==> config.mk <==
export PLATFORM = sky130hd
export DESIGN_NAME = display_bcd_converter
export DESIGN_NICKNAME = d
export VERILOG_FILES = /design/src/rtl/display_pkg.sv /design/src/rtl/bcd_digit_adjust.sv /design/src/rtl/display_bcd_converter.sv
export SDC_FILE = /design/constraint.sdc
export NUM_CORES = 1
export LEC_CHECK = 0
export BUFFER_PORTS_ARGS = -buffer_cell sky130_fd_sc_hd__buf_4
export CAP_MARGIN = 15
export CORE_ASPECT_RATIO = 0.7
export CORE_UTILIZATION = 40
export DETAILED_ROUTE_END_ITERATION = 10
export HOLD_SLACK_MARGIN = 0.03
export SLEW_MARGIN = 30
export SYNTH_ARGS = -nofsm -noshare
export SYNTH_HDL_FRONTEND = slang
export SYNTH_SLANG_ARGS = --single-unit
==> constraint.sdc <==
create_clock -name clk -period 4.1 [get_ports clk]
set_clock_uncertainty 0.2 [all_clocks]
set_input_delay 0.41 -clock clk [delete_from_list [all_inputs] [get_ports clk]]
set_output_delay 0.41 -clock clk [all_outputs]
set_load 0.005 [all_outputs]
==> src/rtl/display_pkg.sv <==
// Shared constants and types for the binary-to-BCD display path.
package display_pkg;

    localparam int NUM_DIGITS  = 4;
    localparam int BCD_W       = 16;
    localparam int SHIFT_CNT   = 14;
    localparam int MAX_DISPLAY = 9999;

    typedef enum logic {
        IDLE  = 1'b0,
        SHIFT = 1'b1
    } bcd_state_e;

    typedef logic [NUM_DIGITS-1:0][3:0] bcd4_t;

endpackage

==> src/rtl/bcd_digit_adjust.sv <==
// Double-dabble digit correction: adds 3 to a BCD digit that is 5 or more.
module bcd_digit_adjust (
    input  logic [3:0] digit_in,
    output logic [3:0] digit_out
);

    // Per-digit add-3 correction applied before every shift
    always_comb begin
        digit_out = digit_in;
        if (digit_in >= 4'd5) begin
            digit_out = digit_in + 4'd3;
        end else begin
            digit_out = digit_in;
        end
    end

endmodule

==> src/rtl/display_bcd_converter.sv <==
// Iterative shift-and-add-3 binary-to-BCD converter with saturation, feeding
// the seven-segment display's displayed_number input.
module display_bcd_converter
    import display_pkg::*;
#(
    parameter int IN_W    = 16,
    parameter int SAT_MAX = MAX_DISPLAY
) (
    input  logic            clk,
    input  logic            rst,
    input  logic            in_valid,
    output logic            in_ready,
    input  logic [IN_W-1:0] in_value,
    output logic [15:0]     bcd_out,
    output logic            bcd_valid,
    output logic            overflow
);

    bcd_state_e        state_r;
    bcd_state_e        state_next_s;
    logic [13:0]       bin_r;
    logic              ovf_r;
    bcd4_t             scratch_r;
    logic [3:0]        cnt_r;
    bcd4_t             adj_s;
    logic [BCD_W-1:0]  adj_flat_s;
    logic [BCD_W-1:0]  shifted_s;
    logic              over_s;
    logic [13:0]       clamp_s;
    logic              last_s;

    for (genvar g = 0; g < NUM_DIGITS; g++) begin : g_adj
        bcd_digit_adjust u_adj (
            .digit_in  (scratch_r[g]),
            .digit_out (adj_s[g])
        );
    end

    assign in_ready = (state_r == IDLE);

    // Saturation is decided on the full-width input before truncation to 14 bits
    always_comb begin
        over_s     = (in_value > IN_W'(SAT_MAX));
        clamp_s    = in_value[13:0];
        adj_flat_s = adj_s;
        shifted_s  = {adj_flat_s[BCD_W-2:0], bin_r[13]};
        last_s     = (cnt_r == 4'(SHIFT_CNT - 1));
        if (over_s) begin
            clamp_s = 14'(SAT_MAX);
        end else begin
            clamp_s = in_value[13:0];
        end
    end

    // Next-state decode
    always_comb begin
        state_next_s = state_r;
        case (state_r)
            IDLE: begin
                if (in_valid) begin
                    state_next_s = SHIFT;
                end else begin
                    state_next_s = IDLE;
                end
            end
            SHIFT: begin
                if (last_s) begin
                    state_next_s = IDLE;
                end else begin
                    state_next_s = SHIFT;
                end
            end
            default: state_next_s = IDLE;
        endcase
    end

    // State and working registers; outputs only move on the completion edge
    always_ff @(posedge clk or posedge rst) begin
        if (rst) begin
            state_r   <= IDLE;
            bin_r     <= 14'd0;
            ovf_r     <= 1'b0;
            scratch_r <= '0;
            cnt_r     <= 4'd0;
            bcd_out   <= 16'h0000;
            bcd_valid <= 1'b0;
            overflow  <= 1'b0;
        end else begin
            state_r   <= state_next_s;
            bcd_valid <= 1'b0;
            case (state_r)
                IDLE: begin
                    if (in_valid) begin
                        bin_r     <= clamp_s;
                        ovf_r     <= over_s;
                        scratch_r <= '0;
                        cnt_r     <= 4'd0;
                    end
                end
                SHIFT: begin
                    scratch_r <= shifted_s;
                    bin_r     <= {bin_r[12:0], 1'b0};
                    cnt_r     <= cnt_r + 4'd1;
                    if (last_s) begin
                        bcd_out   <= shifted_s;
                        overflow  <= ovf_r;
                        bcd_valid <= 1'b1;
                    end
                end
                default: begin
                    scratch_r <= '0;
                    cnt_r     <= 4'd0;
                end
            endcase
        end
    end

endmodule

==> results.md <==
* Maximum level of the CTS H-tree at 2
* Synthesized cell area at 0.002597 mm^2
* Drt drc at 0
* Gr usage total at 0.1664
* Status: finished clean
* Via density at 5.301
* Initial DRC Count at 133
* Layout cell share with drive strength beyond 1 at 0.1993
* Final HPWL DP at 3482 um
* Compound-Gate Fraction of Synth Area at 0.1657
* Overflow after GRT at 0
* Num CTS Buffers at 5
* Ratio of final minimum period to clock period at 0.4907
* Reg-to-Reg Start: scratch_r[4]
* Post-synthesis simple-gate area fraction at 0.1691
* Main combinational cell family by area after synthesis: simple AND/OR/NAND/NOR gates
* Area share of the leading cell type in the synthesized netlist at 0.5202
* Worst setup EP type: output pin
* Min-delay src: in_value[3]
* Area contributors post-synth: dfrtp_1 52%, nand2_1 6.6%, ha_1 4.8%, o21ai_1 4.8%, o22ai_1 3.4%
* Via Count at 2009
* Syn_nets at 294
* Setup CP Type: flip-flop to output pin
* Cell variety after synth at 39
* Starting Density at 0.4159
* Fmax at 497.0 MHz
* Rel. slew slack at 0.5804
* DIE WIDTH at 98.32 um
* DRT Pass-1 Iters at 6
* Routed WL per cell at 13.84 um
* Post-synthesis sequential area ratio at 0.5202
* Clk slew on worst S/H paths at 0.10 ns
* Routed wire length at 5247 um
* Vias in the first global route at 1920
* Commonest cells after routing, fill and taps aside: 54 x dfrtp_1, 46 x nand2_1, 40 x buf_4
* Yosys reg bits at 54
* Leakage power total at 0.001401 uW
* Ys Warns at 0
* Synth Flop Type: dfrtp_1
* Total power at 2236 uW
* Post-Place Cells at 370
* Endpoints failing hold at 0
* Synth Area per Inst at 9.802 um^2
* Worst min path class: primary input to flip-flop
* CTS tree: done
* Crit. Startpoint: state_r
* Initial antenna violation count at 0
* Largest net degree at the start of global routing at 47
* GRT busiest layer: met2
* Final Instance Count excl. Fillers at 379
* # diodes at 0
* Worst skew pair latency at 0.31 ns
* GRT met1 Usage at 0.2454
* GPL Wtd Cong at 0.8198
* Post-synth EDFFs at 0
* Minimum clock period at 2.012 ns
* Most common cell after layout, fill and taps aside: dfrtp_1
* Row cnt at 24
* Cell taking the most area after synthesis: dfrtp_1
* # port buffers at 37
* CP required at 3.49 ns
* Area share of fa/ha/maj cells after synthesis at 0.04817
* Post-layout util at 0.4850
* Clock root cell: clkbuf_8
* Post-Syn Instances at 265
* Die area at 0.006825 mm^2
* Resize count post-CTS at 0
* Area Growth Syn to Fin at 16.62%
* Detail Route Antenna Nets at 0
* Max-Cap Viols at 0
* GR Util met2 at 0.2473
* FFs w/ async S/R, synth at 1.000
* Area of the core at 0.006246 mm^2
* Setup repair after global routing missed its margin: false
* Grt met3 use at 0.03730
* Worst hold slack at 0.1664 ns
* Nets at 329
* Synth Area in XOR/XNOR at 0.02023
* Final setup vio count at 0
* Worst Path Max Fanout at 38
* First-pass GRT wire length at 8983 um
* Arr. time, crit path at 1.40 ns
* Clock buffer depth at 2
* Mux cell area share after synthesis at 0.02553
* Peak supply drop at 228.4 uV
* Setup TNS at 0 ns
* IO Pins at 38
* Die H at 69.42 um
* Power per cell area at 738.1 mW/mm^2
* Slew Viols, Final at 0
* Crit start category: flip-flop
* Worst Max-Slew Pin Slew at 0.6285 ns
* CTS Sinks at 54
[registers in the layout (all words and copies together) (netlist names)]
name / cells
bin_r: 14
cnt_r: 4
scratch_r: 16
bcd_valid: 1
state_r: 1
overflow: 1
ovf_r: 1
bcd_out: 16
[cell type report]
type                            count  area, um^2
Multi-Input combinational cell    181        1114
Inverter                           17       66.31
Sequential cell                    54        1351
Clock buffer                        5       68.82
Tap cell                           78       97.59
Fill cell                         596        3217
Clock inverter                      3       21.27
Timing Repair Buffer               41       310.3
[timing repair]
item / CTS / global route
buffers inserted: 0 / 0
endpoints found under the setup margin: 0 / 0
endpoints found under the hold margin: 8 / 0
hold buffers: 1 / 0
[layer usage]
layer / vias up / routed length, um
li1: 992 / -
met1: 976 / 2755
met4: 0 / 44
met2: 37 / 2249
met3: 4 / 198
met5: - / 0
[final timing paths]
path | to | slack [ns] | cells after the start
worst max-delay path | in_ready | 2.09 | 2
worst min-delay path | bin_r[3] | 0.17 | 2
worst max register to register | scratch_r[6] | 2.21 | 6
worst min register to register | bcd_out[0] | 0.29 | 2
max in group asynchronous | scratch_r[13] | 2.52 | 4
min in group asynchronous | bcd_out[1] | 0.34 | 3
[cell families (layout without fill, tap and decap cells)]
family | count (synthesis) | after routing
AO/OA/AOI/OAI | 71 | 71
XOR/XNOR | 6 | 6
multiplexers | 6 | 6
buffers and inverters | 30 | 66
AND/OR/NAND/NOR | 88 | 88
flip-flops | 54 | 54
adder cells (fa/ha/maj) | 10 | 10
[power breakdown]
part / internal (uW) / switching [uW]
Sequential: 774 / 172
Clock: 121 / 183
Combinational: 478 / 508
[worst max-delay path, stage by stage, from the launching register on]
cell and delay (ns):
dfrtp_1 0.40, inv_2 0.47, buf_4 0.22
[cells in the mapped netlist, types with 4 or more instances]
library cell	number
o21ai_1	25
o22ai_1	14
nand2_1	46
dfrtp_1	54
buf_2	8
ha_1	10
nand3_1	7
a21oi_1	15
xnor2_1	5
nor3b_1	7
nor2_1	7
o221a_1	6
inv_1	14
nand2b_1	4
nor3_1	7
[stage by stage]
stage          cell area, um^2  setup slack [ns]
4_1_cts                   3029             2.082
5_1_grt                   3029             2.002
2_1_floorplan             2597             2.175
3_5_place_dp              2929             2.221
3_3_place_gp              2929             2.255
6_report                  3029             2.088
Power figures use the tool's default switching activity.
